`src/rtl/stl_pipe_slice.sv`:
```
// Elastic pipeline register: STAGES skid-buffered slices with flush.
// Define STL_PIPE_STALL_CNT_EN to build the backpressure cycle counter.
module stl_pipe_slice #(
    parameter int unsigned      WIDTH     = 32,
    parameter logic [WIDTH-1:0] RESET_VAL = '0,
    parameter int unsigned      STAGES    = 1
) (
    input  logic             i_clk,
    input  logic             i_rst_n,
    input  logic             i_flush,
    input  logic             i_valid,
    output logic             o_ready,
    input  logic [WIDTH-1:0] i_data,
    output logic             o_valid,
    input  logic             i_ready,
    output logic [WIDTH-1:0] o_data,
    output logic [31:0]      o_stall_cnt
);

    logic [STAGES:0] vld;
    logic [STAGES:0] rdy;
    logic [WIDTH-1:0] dat [STAGES+1];

    assign vld[0]      = i_valid;
    assign dat[0]      = i_data;
    assign rdy[STAGES] = i_ready;

    assign o_ready = rdy[0];
    assign o_valid = vld[STAGES];
    assign o_data  = dat[STAGES];

    for (genvar k = 0; k < STAGES; k++) begin : g_slice
        logic             mv_q, mv_d;
        logic             sv_q, sv_d;
        logic [WIDTH-1:0] md_q, md_d;
        logic [WIDTH-1:0] sd_q, sd_d;
        logic             push;
        logic             pop;

        assign push = vld[k] & ~sv_q;
        assign pop  = mv_q & rdy[k+1];

        always_comb begin
            mv_d = mv_q;
            sv_d = sv_q;
            md_d = md_q;
            sd_d = sd_q;
            if (i_flush) begin
                mv_d = 1'b0;
                sv_d = 1'b0;
            end else begin
                unique case ({mv_q, sv_q})
                    2'b00: begin
                        if (push) begin
                            mv_d = 1'b1;
                            md_d = dat[k];
                        end
                    end
                    2'b10: begin
                        if (push && pop) begin
                            md_d = dat[k];
                        end else if (push) begin
                            sv_d = 1'b1;
                            sd_d = dat[k];
                        end else if (pop) begin
                            mv_d = 1'b0;
                        end
                    end
                    2'b11: begin
                        if (pop) begin
                            md_d = sd_q;
                            sv_d = 1'b0;
                        end
                    end
                    default: begin
                        // skid-only state cannot be reached
                        mv_d = 1'b0;
                        sv_d = 1'b0;
                    end
                endcase
            end
        end

        always_ff @(posedge i_clk or negedge i_rst_n) begin
            if (!i_rst_n) begin
                mv_q <= 1'b0;
                sv_q <= 1'b0;
                md_q <= RESET_VAL;
                sd_q <= RESET_VAL;
            end else begin
                mv_q <= mv_d;
                sv_q <= sv_d;
                md_q <= md_d;
                sd_q <= sd_d;
            end
        end

        assign rdy[k]   = ~sv_q;
        assign vld[k+1] = mv_q;
        assign dat[k+1] = md_q;
    end

`ifdef STL_PIPE_STALL_CNT_EN
    logic [31:0] stall_q, stall_d;

    always_comb begin
        stall_d = stall_q;
        if (o_valid && !i_ready && (stall_q != 32'hFFFF_FFFF)) begin
            stall_d = stall_q + 32'd1;
        end
    end

    always_ff @(posedge i_clk or negedge i_rst_n) begin
        if (!i_rst_n) begin
            stall_q <= 32'h0;
        end else begin
            stall_q <= stall_d;
        end
    end

    assign o_stall_cnt = stall_q;
`else
    assign o_stall_cnt = 32'h0;
`endif

endmodule

```
`config.mk`:
```
export PLATFORM = sky130hd
export DESIGN_NAME = stl_pipe_slice
export DESIGN_NICKNAME = d
export VERILOG_FILES = /design/src/rtl/stl_pipe_slice.sv
export SDC_FILE = /design/constraint.sdc
export NUM_CORES = 1
export LEC_CHECK = 0
export BUFFER_PORTS_ARGS = -buffer_cell sky130_fd_sc_hd__buf_2
export CORE_MARGIN = 4
export CORE_UTILIZATION = 46
export DETAILED_ROUTE_END_ITERATION = 16
export GPL_TIMING_DRIVEN = 0
export PLACE_DENSITY = 0.84
export SLEW_MARGIN = 25
export SYNTH_ARGS = -nofsm -noshare
export SYNTH_HDL_FRONTEND = slang
export SYNTH_SLANG_ARGS = --single-unit
```
`constraint.sdc`:
```
create_clock -name i_clk -period 1.65 [get_ports i_clk]
set_input_delay 0 -clock i_clk [delete_from_list [all_inputs] [get_ports i_clk]]
set_output_delay 0 -clock i_clk [all_outputs]
set_load 0.03 [all_outputs]
```
==> impl_results.rst, run 1 <==
.. list-table::
   :header-rows: 1

   * - Metric
     - Value
   * - Global routing usage summed across all routing layers
     - between 10% and 20%
   * - CP max FO
     - 10
   * - CP max stage cell
     - sky130_fd_sc_hd__dfrtp_1
   * - Critical Path, Cell by Cell
     - nor2b_2 > a2111oi_4 > buf_6 > buf_8 > mux2_2
   * - Num ports
     - 103
   * - Crit path launch type
     - register
   * - Switch share
     - roughly 30%
   * - TritonCTS clock tree
     - yes
   * - Critical path arrival
     - ~1.8 ns
   * - Share of total power in sequential cells
     - a little under half
   * - DR iter-0 viols
     - 31
   * - Total gr overflow
     - 0
   * - R2R cell count
     - 5
   * - Root buffer selected by CTS
     - sky130_fd_sc_hd__clkbuf_8
   * - Count of inserted antenna diode cells
     - 0
   * - Post-synth ARST share
     - 100%
   * - Critical path buffers and inverters
     - 2
   * - Fraction of final layout cells sized beyond drive strength 1
     - about three fifths
   * - Fraction of power consumed by the clock network
     - ~28%
   * - Area overhead of the layout relative to synthesis
     - 37.6%
   * - Count of standard-cell rows
     - 29
   * - Max Transition Viols Final
     - 0
   * - Number of warnings printed during yosys synthesis
     - 0
   * - Antenna violations before repair
     - 0
   * - Area of the die
     - approximately 8200 um2
   * - Run status
     - complete, no violations
   * - Buffer levels on the longest clock path
     - 2
   * - Static Leak
     - 0.00210 uW
   * - Seq/Total Area, Yosys
     - roughly 53%
   * - Clock net sink count
     - 66
   * - Cell type with the highest aggregate area in the netlist
     - sky130_fd_sc_hd__dfrtp_1
   * - Total number of vias
     - 2,063
   * - Total of fill cells in the finished design
     - 486
   * - Path type of the worst min-delay path
     - input pin to register
   * - Setup repair after global routing missed its margin
     - true
   * - DR DRC count
     - 0
   * - H-Tree Depth
     - 3
   * - Number of clock buffers inserted by TritonCTS
     - 9
   * - Number of detailed-routing iterations run before antenna repair
     - 4
   * - Post-CTS clock slew at the launch and capture registers of the worst setup and hold paths
     - around 0.060 ns
   * - Synthesized area per cell
     - 14.5 um2
   * - Setup WS pre-CTS
     - -0.0441 ns
   * - Maximum clock skew at final layout
     - between 0.006 and 0.007 ns
   * - Reported net switching power
     - ~1400 uW
   * - Min Clock Period, post-route
     - approximately 1.6 ns
   * - Hold Fails Final Rpt
     - 0
   * - Data required, critical path
     - 1.85 ns
   * - Post-synth cell types
     - 16
   * - Wire length of the first global-routing pass
     - between 10,000 and 15,000 um
   * - Total negative setup slack
     - 0 ns
   * - Number of register bits inferred by synthesis
     - 66
   * - Latest clock arrival within the worst-skew pair
     - roughly 0.33 ns
   * - Maximum frequency from static timing analysis
     - ~620 MHz
   * - Highest cell delay on the worst timing path
     - roughly 0.43 ns
   * - Core area
     - around 6500 um2
   * - Relative contribution of combinational cells to total power
     - between 20% and 30%
   * - Synth top area cells
     - sky130_fd_sc_hd__dfrtp_1 (53%), sky130_fd_sc_hd__mux2_2 (34%), sky130_fd_sc_hd__buf_4 (7.7%), sky130_fd_sc_hd__buf_6 (1.1%), sky130_fd_sc_hd__buf_2 (0.96%)
   * - WP depth
     - 5
   * - Dpl hpwl
     - ~4500 um
   * - Most used standard cells in the synthesized netlist
     - sky130_fd_sc_hd__mux2_2 (94), sky130_fd_sc_hd__dfrtp_1 (66), sky130_fd_sc_hd__buf_4 (32)
   * - Post-synthesis cell area
     - 3130 um2
   * - Maximum VDD drop
     - 0.765 mV
   * - Die X-Extent
     - between 90 and 100 um
   * - Worst hold path stage count
     - 3
   * - Die H
     - between 90 and 100 um
   * - Routed wire length
     - about 6300 um
   * - RD Place Congestion
     - approximately 0.81
   * - Setup-failing EPs final
     - 0
   * - Count of buffers from port buffering
     - 70
   * - Pin count of the biggest net entering global routing
     - 37
   * - Most common cell in the synthesized netlist
     - sky130_fd_sc_hd__mux2_2
   * - Final routed wire length divided by cell count
     - approximately 14 um
   * - Internal
     - 3330 uW
   * - Worst Slack Setup Final
     - ~0.04 ns
   * - Setup crit end kind
     - register
   * - Synth Flop Type
     - sky130_fd_sc_hd__dfrtp_1
   * - Via count of the first global-routing pass
     - between 2,000 and 2,500
   * - Power density normalized to cell area
     - about 1100 nW/um2
   * - Area share of the leading cell type in the synthesized netlist
     - between 50% and 60%
   * - Net total in the final layout
     - around 400
   * - Maximum capacitance violations
     - 0
   * - Dominant delay contributor by cell family on the critical path
     - flip-flops
   * - Number of synthesized flops with an enable pin
     - 0
   * - Number of nets still failing antenna checks after routing
     - 0
   * - Cell count after synthesis
     - roughly 220
   * - Critical path type
     - register to register
   * - Per-cell via count in the routed design
     - around 4.6
   * - Initial Utilization
     - 48.2%
   * - Tcrit/Tclk final
     - a little over nine tenths
power by group through the flow:
| stage | registers [uW] | logic, uW | clock network, uW |
|---|---|---|---|
| final | 2140 | 1260 | 1340 |
| after global routing | 2190 | 1350 | 1470 |
| after CTS | 2140 | 1270 | 1390 |
| after detailed placement | 2170 | 1200 | 0 |
| after global placement | 2140 | 1160 | 0 |
| after floorplan | 2440 | 563 | 0 |
placed cells by master (no fill, tap or decap):
| cell type | instances |
|---|---|
| sky130_fd_sc_hd__a2111oi_4 | 1 |
| sky130_fd_sc_hd__a21oi_1 | 1 |
| sky130_fd_sc_hd__and3b_2 | 1 |
| sky130_fd_sc_hd__buf_12 | 1 |
| sky130_fd_sc_hd__buf_2 | 72 |
| sky130_fd_sc_hd__buf_4 | 37 |
| sky130_fd_sc_hd__buf_6 | 1 |
| sky130_fd_sc_hd__buf_8 | 3 |
| sky130_fd_sc_hd__bufinv_16 | 1 |
| sky130_fd_sc_hd__clkbuf_1 | 3 |
| sky130_fd_sc_hd__clkbuf_8 | 11 |
| sky130_fd_sc_hd__clkinv_2 | 1 |
| sky130_fd_sc_hd__conb_1 | 32 |
| sky130_fd_sc_hd__dfrtp_1 | 65 |
| sky130_fd_sc_hd__dfrtp_2 | 1 |
| sky130_fd_sc_hd__dlygate4sd3_1 | 35 |
| sky130_fd_sc_hd__inv_1 | 2 |
| sky130_fd_sc_hd__mux2_2 | 94 |
| sky130_fd_sc_hd__mux2_4 | 2 |
| sky130_fd_sc_hd__nand2_1 | 1 |
| sky130_fd_sc_hd__nand2_2 | 1 |
| sky130_fd_sc_hd__nand4_1 | 1 |
| sky130_fd_sc_hd__nor2_1 | 1 |
| sky130_fd_sc_hd__nor2_2 | 1 |
| sky130_fd_sc_hd__nor2b_2 | 1 |
| sky130_fd_sc_hd__o21ai_0 | 1 |
final timing paths:
| kind | slack (ns) | endpoint | startpoint |
|---|---|---|---|
| max | 0.04 | o_data[19] | g_slice[0].sv_q |
| min | 0.04 | g_slice[0].sv_q | i_ready |
| max reg2reg | 0.04 | o_data[19] | g_slice[0].sv_q |
| min reg2reg | 0.50 | o_data[17] | o_data[17] |
| max in group asynchronous | 0.99 | o_valid | i_rst_n |
| min in group asynchronous | 0.13 | g_slice[0].sd_q[28] | i_rst_n |
kinds of logic (layout without fill, tap and decap cells):
kind of cell	after synthesis	in the layout	synth area share, %
multiplexers	96	96	34.7
flip-flops	66	66	52.7
buffers and inverters	43	167	9.94
AND/OR/NAND/NOR	7	7	1.28
AO/OA/AOI/OAI	3	3	1.20
other	1	32	0.120
metrics by stage:
step                      power [uW]  cell area [um2]  instances  hold slack, ns  utilization [%]
after floorplan                 3010             3250        247          -0.296                -
after global placement          3300             3700        394           0.216             56.9
after detailed placement        3370             3720        395         -0.0367             57.3
after CTS                       4800             4290        448          0.0227             66.0
after global routing            5010             4310        448          0.0396             66.4
final                           4740             4310        448          0.0422             66.4
final cells by class:
cell class	instances	area [um2]	share of cell area [%]
timing repair buffer	108	742	17.2
tap	77	96.3	2.24
multi-input combinational	138	1290	30.0
clock buffer	14	163	3.77
buffer	41	323	7.49
sequential	66	1650	38.3
inverter	2	7.51	0.174
clock inverter	2	35.0	0.813
metal layers:
layer | share of wire (%) | vias up | GRT usage, %
li1 | - | 990 | -
met1 | 39 | 995 | 17.9
met2 | 53 | 73 | 28.8
met3 | 7.3 | 5 | 5.83
met4 | 0.89 | 0 | 6.12
met5 | 0 | - | 0
flip-flops by register name, indices dropped and copies added (netlist names):
signal and cells:
g_slice.sv_q 1, o_valid 1, o_data 32, g_slice.sd_q 32
worst register-to-register path: cells and delay by family (launching register included):
kind / cells / cell delay, ns
compound gates: 1 / 0.20
buf+inv: 2 / 0.33
flops: 1 / 0.43
mux: 1 / 0.34
simple gates: 1 / 0.19
what timing repair did:
| action | CTS | global route |
|---|---|---|
| endpoints found under the hold margin | 99 | 0 |
| hold buffers | 35 | 0 |
| setup endpoints to repair | 30 | 30 |
| buffers inserted | 2 | 0 |
| resized for setup | 1 | 10 |
No activity file was read; power rests on OpenSTA's default activity.
==> inputs of run 2 (changes only) <==
--- a/config.mk
+++ b/config.mk
@@ -6,7 +6,8 @@
 export NUM_CORES = 1
 export LEC_CHECK = 0
+export ABC_AREA = 1
 export BUFFER_PORTS_ARGS = -buffer_cell sky130_fd_sc_hd__buf_2
 export CORE_MARGIN = 4
-export CORE_UTILIZATION = 46
+export CORE_UTILIZATION = 47
 export DETAILED_ROUTE_END_ITERATION = 16
 export GPL_TIMING_DRIVEN = 0
==> constraint.sdc (replaced) <==
create_clock -name i_clk -period 1.65 [get_ports i_clk]
set_input_delay 0.2475 -clock i_clk [delete_from_list [all_inputs] [get_ports i_clk]]
set_output_delay 0.2475 -clock i_clk [all_outputs]
set_load 0.03 [all_outputs]
==> run 2 against run 1 <==
  * Clock power is 15% lower
  * Worst setup slack better by 0.17 ns
  * Routed wire length is 31% higher
  * Critical path depth is 2 higher
  * Count of clock-buffer cells in the layout is 3 lower
  * Hold slack better by 0.095 ns
  * Sequential power is 5% higher
  * Global-route usage is 2.9 points higher
  * Cell count is 45% higher
  * Largest power group unchanged
==> impl_results.rst, run 2 <==
.. list-table::
   :header-rows: 1

   * - Metric
     - Value
   * - Setup repair after global routing missed its margin
     - false
   * - Antenna violations before repair
     - 0
   * - Number of warnings printed during yosys synthesis
     - 0
   * - Maximum VDD drop
     - roughly 0.63 mV
   * - Post-route non-filler standard cell count
     - 648
   * - Number of register bits inferred by synthesis
     - 66
   * - Final routed wire length divided by cell count
     - between 10 and 15 um
   * - Root buffer selected by CTS
     - sky130_fd_sc_hd__clkbuf_8
   * - Buffer levels on the longest clock path
     - 2
   * - Setup crit end kind
     - register
   * - Tcrit/Tclk final
     - 87.6%
   * - Hold buffer count at CTS
     - 1
   * - Sequential standard cell area
     - between 1500 and 2000 um2
   * - Max Transition Viols Final
     - 0
   * - Maximum frequency from static timing analysis
     - 692 MHz
   * - Num ports
     - roughly 100
   * - Global routing usage summed across all routing layers
     - between 10% and 20%
   * - Flop2flop setup slack
     - around 0.21 ns
   * - Leading cell types in the layout, fill and taps excluded
     - sky130_fd_sc_hd__nand2_1 (194), sky130_fd_sc_hd__nand3_1 (96), sky130_fd_sc_hd__buf_2 (84)
   * - Cell count after synthesis
     - 434
   * - Worst R2R End
     - o_data[14]
   * - Synth Flop Type
     - sky130_fd_sc_hd__dfrtp_1
   * - Total of fill cells in the finished design
     - between 600 and 700
   * - Data required, critical path
     - 1.88 ns
   * - Area overhead of the layout relative to synthesis
     - 22.8%
   * - Launch point of the worst reg-to-reg path
     - o_valid
   * - Net total in the final layout
     - 585
   * - Run status
     - complete, no violations
   * - Min Clock Period, post-route
     - ~1.4 ns
   * - Worst Slack Setup Final
     - ~0.21 ns
   * - Die H
     - a little over 90 um
   * - Number of synthesized flops with an enable pin
     - 0
   * - Cell type with the highest aggregate area in the netlist
     - sky130_fd_sc_hd__dfrtp_1
   * - DR iter-0 viols
     - 223
   * - Total number of vias
     - just over 3,000
   * - Hold_sp
     - i_data[17]
   * - Via count of the first global-routing pass
     - 2,814
   * - Total Power
     - 4770 uW
   * - Seq/Total Area, Yosys
     - 48.4%
   * - Path type of the worst min-delay path
     - input pin to register
   * - DR DRC count
     - 0
   * - Dpl hpwl
     - between 5000 and 6000 um
   * - Post-CTS Resized
     - 0
   * - R2R cell count
     - 7
   * - Worst hold path stage count
     - 3
   * - Area of the die
     - roughly 8700 um2
   * - Post-synth cell types
     - 19
   * - Per-cell via count in the routed design
     - between 4 and 5
   * - Count of standard-cell rows
     - 30
   * - Post-synth ARST share
     - 100%
   * - Total gr overflow
     - 0
   * - Critical path arrival
     - 1.68 ns
   * - Total negative setup slack
     - 0 ns
   * - Core area
     - a little under 7000 um2
   * - Hold Fails Final Rpt
     - 0
   * - Area share of the leading cell type in the synthesized netlist
     - about half
   * - Latest clock arrival within the worst-skew pair
     - about 0.35 ns
   * - Final Cell Area
     - ~4200 um2
   * - Worst-Margin Slew
     - around 0.52 ns
   * - Initial Utilization
     - 49.4%
   * - Most common cell after layout, fill and taps aside
     - sky130_fd_sc_hd__nand2_1
   * - Combined area of the multi-input logic cells
     - between 1000 and 1500 um2
   * - Maximum capacitance violations
     - 0
   * - Clock net sink count
     - 66
   * - Number of clock buffers inserted by TritonCTS
     - 9
   * - Power density normalized to cell area
     - between 1000 and 1500 nW/um2
   * - Synth top area cells
     - sky130_fd_sc_hd__dfrtp_1 (48%), sky130_fd_sc_hd__nand2_1 (21%), sky130_fd_sc_hd__nand3_1 (14%), sky130_fd_sc_hd__buf_4 (8.4%), sky130_fd_sc_hd__buf_2 (2.2%)
   * - H-Tree Depth
     - 3
   * - Fraction of final layout cells sized beyond drive strength 1
     - between 20 and 30%
   * - Count of buffers from port buffering
     - 70
   * - Critical path type
     - register to register
   * - Synthesized area per cell
     - between 7 and 8 um2
   * - Wire length of the first global-routing pass
     - ~13,000 um
   * - Count of inserted antenna diode cells
     - 0
   * - Number of detailed-routing iterations run before antenna repair
     - 5
   * - Pin count of the biggest net entering global routing
     - 47
   * - Most common cell in the synthesized netlist
     - sky130_fd_sc_hd__nand2_1
   * - Die X-Extent
     - about 93 um
   * - RD Place Congestion
     - about 0.85
   * - Setup-failing EPs final
     - 0
   * - Post-synthesis cell area
     - around 3400 um2
   * - Placed Area
     - around 4000 um2
   * - Maximum clock skew at final layout
     - a little over 0.009 ns
   * - Setup WS pre-CTS
     - about 0.24 ns
   * - Post-CTS clock slew at the launch and capture registers of the worst setup and hold paths
     - around 0.070 ns
   * - TritonCTS clock tree
     - yes
   * - Most used standard cells in the synthesized netlist
     - sky130_fd_sc_hd__nand2_1 (194), sky130_fd_sc_hd__nand3_1 (96), sky130_fd_sc_hd__dfrtp_1 (66)
   * - CP max FO
     - 10
   * - Static Leak
     - roughly 0.0025 uW
   * - Relative max-transition margin
     - 65.3%
   * - WHS Endpoint
     - g_slice[0].sd_q[17]
   * - Setup repair bufs after CTS
     - 0
   * - Routed wire length
     - between 8000 and 9000 um
   * - Crit path launch type
     - register
   * - # placed instances
     - 632
   * - Number of nets still failing antenna checks after routing
     - 0
## run 2: cell types whose count changed after synthesis, sizes merged
cell     before  now
nand2         2  200
nand3         0   96
nor2b         1    0
a21oi         1    2
a2111oi       1    0
clkbuf        0    3
buf          41   58
mux2         96    0
inv           2    4
and3b         1    0
## run 2: logic make-up (layout without fill, tap and decap cells)
| logic type | after synthesis | count (layout) | share of synthesized area, % |
|---|---|---|---|
| buffers and inverters | 65 | 152 | 13.0 |
| and+or+nand+nor | 299 | 299 | 37.7 |
| AOI/OAI and AO/OA | 3 | 3 | 0.770 |
| DFF | 66 | 66 | 48.4 |
| other | 1 | 32 | 0.110 |
## run 2: layout make-up
class	instances	area share, %
Timing Repair Buffer	72	9.31
Clock inverter	4	0.478
Inverter	4	0.418
Clock buffer	11	3.13
Tap cell	96	2.87
Sequential cell	66	39.4
Buffer	61	10.2
Multi-Input combinational cell	334	34.2
## run 2: how the worst max path moves through the flow
stage / startpoint / endpoint / slack (ns)
floorplan: o_valid / o_data[12] / 0.27
CTS: o_valid / o_data[19] / 0.22
global route: o_valid / o_data[19] / 0.09
global placement: i_rst_n / o_data[26] / 0.09
detailed placement: o_valid / o_data[14] / 0.24
finish: o_valid / o_data[14] / 0.21
## run 2: report_power, final
group | switching (uW) | internal, uW
logic | 944 | 441
clock network | 613 | 527
registers | 215 | 2030
total | 1770 | 3000
## run 2: per-stage QoR
stage	hold slack, ns	util, %
after floorplan	-0.0481	-
after CTS	0.143	60.7
after global routing	0.144	60.7
final	0.137	60.7
after detailed placement	0.161	58.4
after global placement	0.453	57.9
## run 2: critical path: stages, from the launching register on
cell                      delay, ns
sky130_fd_sc_hd__dfrtp_1       0.37
sky130_fd_sc_hd__buf_4         0.19
sky130_fd_sc_hd__nand2_2       0.12
sky130_fd_sc_hd__nand2_2       0.18
sky130_fd_sc_hd__nand2_2       0.15
sky130_fd_sc_hd__buf_4         0.21
sky130_fd_sc_hd__nand2_1       0.06
sky130_fd_sc_hd__nand2_1       0.05
## run 2: layer usage
layer  routed length (um)  part of all wire, %  global-route usage (%)  up-vias
met3                  623                  7.5                    5.79       17
met1                 3700                   45                    26.8     1429
met4                  140                  1.7                    5.62        0
li1                     -                    -                       -     1538
met2                 3790                   46                    28.8      122
met5                    0                    0                       0        -
==> inputs of run 3 (changes only) <==
- CORE_UTILIZATION: 47 -> 48
- CTS_BUF_LIST: default -> sky130_fd_sc_hd__clkbuf_4
- PLACE_DENSITY: 0.84 -> 0.85
==> run 3 against run 2 <==
  * Sequential share of layout area down 0.25 points
  * Register-to-register slack better by 0.05 ns
  * Count of clock-buffer cells in the layout down 2
  * Worst setup slack worse by 0.033 ns
  * Cell area up 0.63%
  * Global-route usage up 0.30 points
  * Critical path type is now register to primary output
  * Largest cell class unchanged
==> impl_results.rst, run 3 (synthesis results as in run 2) <==
.. list-table::
   :header-rows: 1

   * - Metric
     - Value
   * - Post-route non-filler standard cell count
     - approximately 650
   * - Post-CTS Resized
     - 0
   * - Worst Slack Setup Final
     - between 0.15 and 0.2 ns
   * - TritonCTS clock tree
     - yes
   * - Global routing usage summed across all routing layers
     - 19.5%
   * - Core area
     - a little under 7000 um2
   * - Number of nets still failing antenna checks after routing
     - 0
   * - Number of detailed-routing iterations run before antenna repair
     - 5
   * - Setup WS pre-CTS
     - approximately 0.26 ns
   * - Total of fill cells in the finished design
     - 643
   * - Critical path type
     - register to primary output
   * - Clock net sink count
     - between 60 and 70
   * - Latest clock arrival within the worst-skew pair
     - approximately 0.42 ns
   * - Power density normalized to cell area
     - roughly 1200 nW/um2
   * - Count of buffers from port buffering
     - 70
   * - CP max FO
     - 8
   * - CP max stage cell
     - sky130_fd_sc_hd__dfrtp_1
   * - Initial Utilization
     - between 40% and 50%
   * - Min Clock Period, post-route
     - ~1.5 ns
   * - Total gr overflow
     - 0
   * - Routed wire length
     - ~8000 um
   * - Via count of the first global-routing pass
     - about 2,900
   * - Total Power
     - about 5000 uW
   * - Leading cell types in the layout, fill and taps excluded
     - sky130_fd_sc_hd__nand2_1 (194), sky130_fd_sc_hd__nand3_1 (96), sky130_fd_sc_hd__buf_2 (84)
   * - Setup repair after global routing missed its margin
     - false
   * - Data required, critical path
     - roughly 1.4 ns
   * - Maximum VDD drop
     - between 0.5 and 0.6 mV
   * - Fraction of final layout cells sized beyond drive strength 1
     - approximately 28%
   * - H-Tree Depth
     - 3
   * - Area of the die
     - between 8000 and 9000 um2
   * - Tcrit/Tclk final
     - between 80% and 90%
   * - Number of clock buffers inserted by TritonCTS
     - 9
   * - Critical path buffers and inverters
     - 3
   * - Crit path launch type
     - register
   * - Hold Fails Final Rpt
     - 0
   * - Area overhead of the layout relative to synthesis
     - 23.6%
   * - Total number of vias
     - between 3,000 and 4,000
   * - Die X-Extent
     - a little over 90 um
   * - RD Place Congestion
     - between 0.8 and 0.9
   * - Dominant delay contributor by cell family on the critical path
     - buffers and inverters
   * - Setup-failing EPs final
     - 0
   * - Count of inserted antenna diode cells
     - 0
   * - Setup crit end kind
     - primary output
   * - Run status
     - complete, no violations
   * - Post-CTS clock slew at the launch and capture registers of the worst setup and hold paths
     - 0.13 ns
   * - Wire length of the first global-routing pass
     - about 13,000 um
   * - Critical path arrival
     - 1.23 ns
   * - Antenna violations before repair
     - 0
   * - Total negative setup slack
     - 0 ns
   * - Pin count of the biggest net entering global routing
     - 43
   * - Buffer levels on the longest clock path
     - 2
   * - Maximum frequency from static timing analysis
     - 677 MHz
   * - Path type of the worst min-delay path
     - input pin to register
   * - DR DRC count
     - 0
   * - Highest cell delay on the worst timing path
     - 0.38 ns
   * - Num ports
     - approximately 100
   * - DR iter-0 viols
     - around 200
   * - Max Transition Viols Final
     - 0
   * - Net total in the final layout
     - 585
   * - Die H
     - just over 90 um
   * - Most common cell after layout, fill and taps aside
     - sky130_fd_sc_hd__nand2_1
   * - Final routed wire length divided by cell count
     - around 12 um
   * - Dpl hpwl
     - between 5000 and 6000 um
   * - Per-cell via count in the routed design
     - 4.75
   * - Maximum clock skew at final layout
     - between 0.015 and 0.02 ns
   * - Root buffer selected by CTS
     - sky130_fd_sc_hd__clkbuf_4
   * - Worst hold margin
     - between 0.07 and 0.08 ns
   * - Static Leak
     - 0.00250 uW
   * - Count of standard-cell rows
     - 30
   * - Maximum capacitance violations
     - 0
   * - Critical Path, Cell by Cell
     - buf_4 > inv_4 > buf_2
   * - # placed instances
     - 632
-- run 3: power breakdown --
part           switching [uW]  leakage [uW]  internal [uW]
sequential                213      0.000828           2030
clock                     617     0.0000898            764
combinational             940       0.00158            439
total                    1770       0.00250           3230
-- run 3: layout make-up --
cell class	instances	area, um2	share of cell area (%)
sequential	66	1650	39.2
buffer	61	428	10.1
clock inverter	7	118	2.79
multi-input combinational	334	1430	34.0
tap	96	120	2.85
inverter	4	17.5	0.415
timing repair buffer	72	383	9.08
clock buffer	9	67.6	1.60
-- run 3: worst register-to-register path, cell delays in order (launching register included) --
cell,delay [ns]
sky130_fd_sc_hd__dfrtp_1,0.39
sky130_fd_sc_hd__buf_4,0.18
sky130_fd_sc_hd__a21oi_4,0.25
sky130_fd_sc_hd__nand2_2,0.15
sky130_fd_sc_hd__buf_4,0.20
sky130_fd_sc_hd__nand2_1,0.06
sky130_fd_sc_hd__nand2_1,0.06
-- run 3: final timing paths --
path | from | endpoint | slack (ns) | depth (start not counted)
setup / recovery | g_slice[0].sv_q | o_ready | 0.17 | 3
setup reg to reg | o_valid | o_data[20] | 0.26 | 6
min in group asynchronous | i_rst_n | o_data[17] | 0.26 | 2
hold / removal | i_data[30] | g_slice[0].sd_q[30] | 0.07 | 3
max in group asynchronous | i_rst_n | g_slice[0].sd_q[6] | 0.85 | 3
hold reg to reg | o_data[10] | o_data[10] | 0.48 | 2
-- run 3: what timing repair did --
action | in CTS | in global routing
hold endpoints to repair | 24 | 0
hold buffers | 1 | 0
buffers inserted | 0 | 0
-- run 3: per-layer routing --
metal	vias up	GRT usage, %	share of wire [%]
li1	1555	-	-
met1	1380	26.9	44
met2	134	30.6	46
met3	14	4.47	8.4
met4	0	6.19	1.4
met5	-	0	0
-- run 3: through the flow --
| step | cell area (um2) | utilization, % |
|---|---|---|
| finish | 4220 | 61.4 |
| floorplan | 3530 | - |
| global placement | 4000 | 58.2 |
| global route | 4220 | 61.4 |
| detailed placement | 4020 | 58.6 |
| CTS | 4220 | 61.4 |
